==> config.mk <==
export PLATFORM = sky130hd
export DESIGN_NAME = sw_enc
export DESIGN_NICKNAME = d
export VERILOG_FILES = /design/src/rtl/sw_enc_pkg.sv /design/src/rtl/sw_debounce.sv /design/src/rtl/sw_enc.sv
export SDC_FILE = /design/constraint.sdc
export NUM_CORES = 1
export LEC_CHECK = 0
export BUFFER_PORTS_ARGS = -buffer_cell sky130_fd_sc_hd__buf_4
export CORE_ASPECT_RATIO = 1.2
export CORE_UTILIZATION = 52
export CTS_BUF_LIST = sky130_fd_sc_hd__clkbuf_4
export DETAILED_ROUTE_END_ITERATION = 8
export PLACE_DENSITY = 0.79
export SLEW_MARGIN = 10
export SYNTH_ARGS = -nofsm -noshare
export SYNTH_HDL_FRONTEND = slang
export SYNTH_SLANG_ARGS = --single-unit
==> constraint.sdc <==
create_clock -name clk -period 12 [get_ports clk]
set_input_delay 1.2 -clock clk [delete_from_list [all_inputs] [get_ports clk]]
set_output_delay 1.2 -clock clk [all_outputs]
set_load 0.005 [all_outputs]
==> src/rtl/sw_enc_pkg.sv <==
// Shared constants and types for the switch encoder: code record, its reset
// value and the debounce counter width helper.
package sw_enc_pkg;

    localparam int ENC_W  = 4;
    localparam int MAX_IN = 16;

    typedef struct packed {
        logic             none;
        logic [ENC_W-1:0] enc;
    } code_t;

    localparam code_t CODE_RST = '{none: 1'b1, enc: '0};

    // Bits needed to count 0 .. n-1 (at least one bit).
    function automatic int db_cnt_w(input int n);
        int w;
        w = 1;
        while ((1 << w) < n) begin
            w++;
        end
        return w;
    endfunction

endpackage

==> src/rtl/sw_debounce.sv <==
// One switch bit: two-flop synchroniser followed by a hold-time debouncer.
// The debounced level only moves after the synced level differs for DB_CNT cycles.
module sw_debounce
    import sw_enc_pkg::*;
#(
    parameter int DB_CNT = 100000
) (
    input  logic clk,
    input  logic rst,
    input  logic sw_raw,
    output logic sw_db
);

    localparam int CNT_W = db_cnt_w(DB_CNT);
    localparam logic [CNT_W-1:0] CNT_LAST = CNT_W'(DB_CNT - 1);

    logic             meta_reg;
    logic             sync_reg;
    logic             db_reg;
    logic [CNT_W-1:0] cnt_reg;

    always_ff @(posedge clk or posedge rst) begin
        if (rst) begin
            meta_reg <= 1'b0;
            sync_reg <= 1'b0;
        end else begin
            meta_reg <= sw_raw;
            sync_reg <= meta_reg;
        end
    end

    // Any return to the accepted level restarts the hold window.
    always_ff @(posedge clk or posedge rst) begin
        if (rst) begin
            db_reg  <= 1'b0;
            cnt_reg <= '0;
        end else if (sync_reg == db_reg) begin
            cnt_reg <= '0;
        end else if (cnt_reg == CNT_LAST) begin
            db_reg  <= sync_reg;
            cnt_reg <= '0;
        end else begin
            cnt_reg <= cnt_reg + 1'b1;
        end
    end

    assign sw_db = db_reg;

endmodule

==> src/rtl/sw_enc.sv <==
// Switch encoder top: per-bit debounce, priority encode of the highest active
// switch and a latest-wins valid/ack event register. SW_ENC_OVR_EN builds the sticky overrun flag.
module sw_enc
    import sw_enc_pkg::*;
#(
    parameter int N_IN   = 10,
    parameter int DB_CNT = 100000
) (
    input  logic             clk,
    input  logic             rst,
    input  logic [N_IN-1:0]  sw_raw,
    input  logic             ack,
    output logic [N_IN-1:0]  sw_db,
    output logic [ENC_W-1:0] enc,
    output logic             none,
    output logic             enc_vld,
    output logic             ovr
);

    code_t code_next;
    code_t code_reg;
    logic  vld_reg;
    logic  change;

    for (genvar gi = 0; gi < N_IN; gi++) begin : g_db
        sw_debounce #(
            .DB_CNT (DB_CNT)
        ) u_db (
            .clk    (clk),
            .rst    (rst),
            .sw_raw (sw_raw[gi]),
            .sw_db  (sw_db[gi])
        );
    end

    // Ascending scan so the highest set index is the one that sticks.
    always_comb begin
        code_next = CODE_RST;
        for (int i = 0; i < N_IN; i++) begin
            if (sw_db[i]) begin
                code_next.none = 1'b0;
                code_next.enc  = ENC_W'(i);
            end
        end
    end

    // code_reg is both the presented code and the last-reported code.
    assign change = (code_next != code_reg);

    always_ff @(posedge clk or posedge rst) begin
        if (rst) begin
            code_reg <= CODE_RST;
            vld_reg  <= 1'b0;
        end else if (change) begin
            code_reg <= code_next;
            vld_reg  <= 1'b1;
        end else if (ack && vld_reg) begin
            vld_reg  <= 1'b0;
        end
    end

    assign enc     = code_reg.enc;
    assign none    = code_reg.none;
    assign enc_vld = vld_reg;

`ifdef SW_ENC_OVR_EN
    logic ovr_reg;

    // A change landing on a still-pending code without an ack loses that code.
    always_ff @(posedge clk or posedge rst) begin
        if (rst) begin
            ovr_reg <= 1'b0;
        end else if (change && vld_reg && !ack) begin
            ovr_reg <= 1'b1;
        end
    end

    assign ovr = ovr_reg;
`else
    assign ovr = 1'b0;
`endif

endmodule

==> out/metrics.cfg <==
[synth]
synth_fp_nets = 960
synth_top_cell_by_area = dfrtp_1
yosys.area_share.adder_pct = 1.31
yosysSeqAreaShare_pct = 54.0
synthDistinctLibCells = 45
synthXorXnorAreaFrac_pct = 14.8
synth.top_cell.area_share_pct = 53.7
syn-cell-area_um2 = 9560
synth-compound-area-share_pct = 0.655
syn_avg_cell_area_um2 = 10.2
synth.area.mux_share_pct = 1.06
synthCells = 937
yosys.area_share.simple_pct = 24.4
synth_area_leaders = dfrtp_1 (54%), nor2_1 (8.2%), xor2_1 (8.0%), xnor2_1 (6.8%), nand3_1 (2.8%)
synth_seq_cells = 206
synth_top_family_by_area = simple AND/OR/NAND/NOR gates
yosysWarningCount = 0

[setup_path]
cp_slowest_cell = dfrtp_1
critical_path_class = register to output pin
rrSetupSlack_ns = 9.88
reg2reg_depth = 6
rr_endpoint = g_db[7].u_db.cnt_reg[2]
end_kind = output pin
crit_path_end = sw_db[7]
worst_path_dominant_cell_family = flip-flops
critPathMaxStageDelay_ns = 0.54
cp.arrival_ns = 1.34
startpoint_type = register
cp_num_cells = 1
path_buf_inv = 1
crit_chain = buf_4
cp-startpoint = g_db[7].u_db.sw_db
crit_required_ns = 10.80
timing.rr.start = g_db[7].u_db.cnt_reg[0]
path_max_fanout = 6

[detailed_routing]
route.met2.wl_mm = 7.69
avgRoutedWirePerCell_um = 13.2
num_vias = 6392
wl_mm = 16.3
route.antenna.remaining_nets = 0
route.detailed.drc = 0
routed.top_layer = met4
wl_met1_mm = 7.63
firstDrtPassIters = 4
dr_wl_met3_um = 619
routed_via_density = 5.18
drtIter0Drc = 338

[timing]
setup_viol = 0
rsz0062_at_grt = false
max_slew_margin_pct = 35.0
worstMarginPinSlew_ns = 0.975
hold_viol = 0
finalCritPeriodShare_pct = 21.2
fin_crit_ns = 2.54
drv_slew = 0
worst_slack_ns = 9.46
fin_tns_setup_ns = 0
skew_ns = 0.0171
fmax_mhz = 394

[placed_design]
dp_slack_ns = 8.98
place_area_um2 = 9820
dpl.cell_count = 1151
place_hpwl_mm = 10.7
gp_congestion = 0.764
io_buffers = 28

[cells_and_area]
mostFrequentLayoutCells = nor2_1 (209), dfrtp_1 (205), xor2_1 (87), xnor2_1 (74), clkbuf_4 (71)
ff_latch_area_um2 = 5160
fin_cells = 1234
layout.nets = 1005
final_common_cell = nor2_1
area_delta_synth_final_pct = 9.03
drive_above_1_share_pct = 12.5
fin_util_pct = 58.6
largest_register_ffs = 170
fillers = 1530
multiInputGateArea_um2 = 4040
final_area_um2 = 10400

[run_status]
run_status = complete, no violations

[die]
die_x_um = 126
start_util_pct = 53.8
die-area_um2 = 18900
die_h_um = 151
row_count = 53
ios = 30
coreArea_um2 = 17800

[grt]
grtUsageTotal_pct = 18.4
grt_pass1_wl_mm = 28.7
grt_max_degree = 128
grt_pass1_vias = 6387
overflow = 0
antenna_found_initial = 1

[min_path]
hold_path.class = register to register

[cts]
cts_max_level = 2
cts.clk_slew.worst_paths_ns = 0.07
cts_buffers = 49
tritoncts = done
holdBufCountCts = 0
postCtsSetupBuffers = 0
numClockSinks = 206
cts_resized = 0
root_buffer = clkbuf_4
clk_latency_ns = 0.63
cts.path.max_buffers = 3

[power_and_ir_drop]
power_density_nw_per_um2 = 126
p_leak_uw = 0.00457
peakVddDrop_mv = 0.114

[job]
timing.max_cap.violations = 0

-- per-stage QoR --
step	hold WS (ns)	total power (µW)
after CTS	0.351	1340
final	0.351	1310
after detailed placement	0.336	774
after floorplan	0.331	763
after global routing	0.352	1380
after global placement	0.333	772
-- report_power, final --
part	switching [µW]	internal [µW]
Combinational	30.3	13.0
Sequential	10.1	706
Clock	263	291
-- cells in the mapped netlist (all sizes together) --
library cell	number
nor2	209
a311o	1
or4	3
inv	32
nand4bb	1
ha	10
or3	1
nor4	23
xnor2	74
clkbuf	6
nor3b	2
dfrtp	205
mux2	9
nand2b	1
nand3b	1
o21a	1
buf	29
nor2b	4
or4b	3
nand2	68
conb	1
nor3	9
o21bai	1
dfstp	1
a21oi	2
nor4bb	2
nand3	53
o21ai	2
or2	15
nand4	31
xor2	87
and2	2
nor4b	15
and3	11
and4	20
o32ai	2
-- layout make-up --
| type | instances | area share (%) |
|---|---|---|
| Antenna cell | 1 | 0.0240 |
| Clock inverter | 11 | 0.660 |
| Multi-Input combinational cell | 664 | 38.8 |
| Timing Repair Buffer | 29 | 2.09 |
| Clock buffer | 71 | 5.12 |
| Sequential cell | 206 | 49.5 |
| Tap cell | 220 | 2.64 |
| Inverter | 32 | 1.22 |
-- cells by family (layout without fill, tap and decap cells) --
logic type,Yosys count,after routing
AND/OR/NAND/NOR,474,474
AO/OA/AOI/OAI,9,9
flip-flops,206,206
adder cells (fa/ha/maj),10,10
other,1,2
buffers and inverters,67,143
XOR/XNOR,161,161
multiplexers,9,9
-- per-layer routing --
metal  vias up  global-route usage (%)
li1       3206                       -
met1      3072                    23.9
met2        81                    29.7
met3        33                    4.62
met4         0                    7.89
met5         -                       0
-- how the worst min path moves through the flow --
stage | cells past startpoint | endpoint | from
2_1_floorplan | 0 | g_db[0].u_db.sync_reg | g_db[0].u_db.meta_reg
3_3_place_gp | 0 | g_db[4].u_db.sync_reg | g_db[4].u_db.meta_reg
3_5_place_dp | 0 | g_db[5].u_db.sync_reg | g_db[5].u_db.meta_reg
4_1_cts | 0 | g_db[1].u_db.sync_reg | g_db[1].u_db.meta_reg
5_1_grt | 0 | g_db[3].u_db.sync_reg | g_db[3].u_db.meta_reg
6_report | 0 | g_db[3].u_db.sync_reg | g_db[3].u_db.meta_reg
Note: power is estimated with default switching activity, not from simulation.
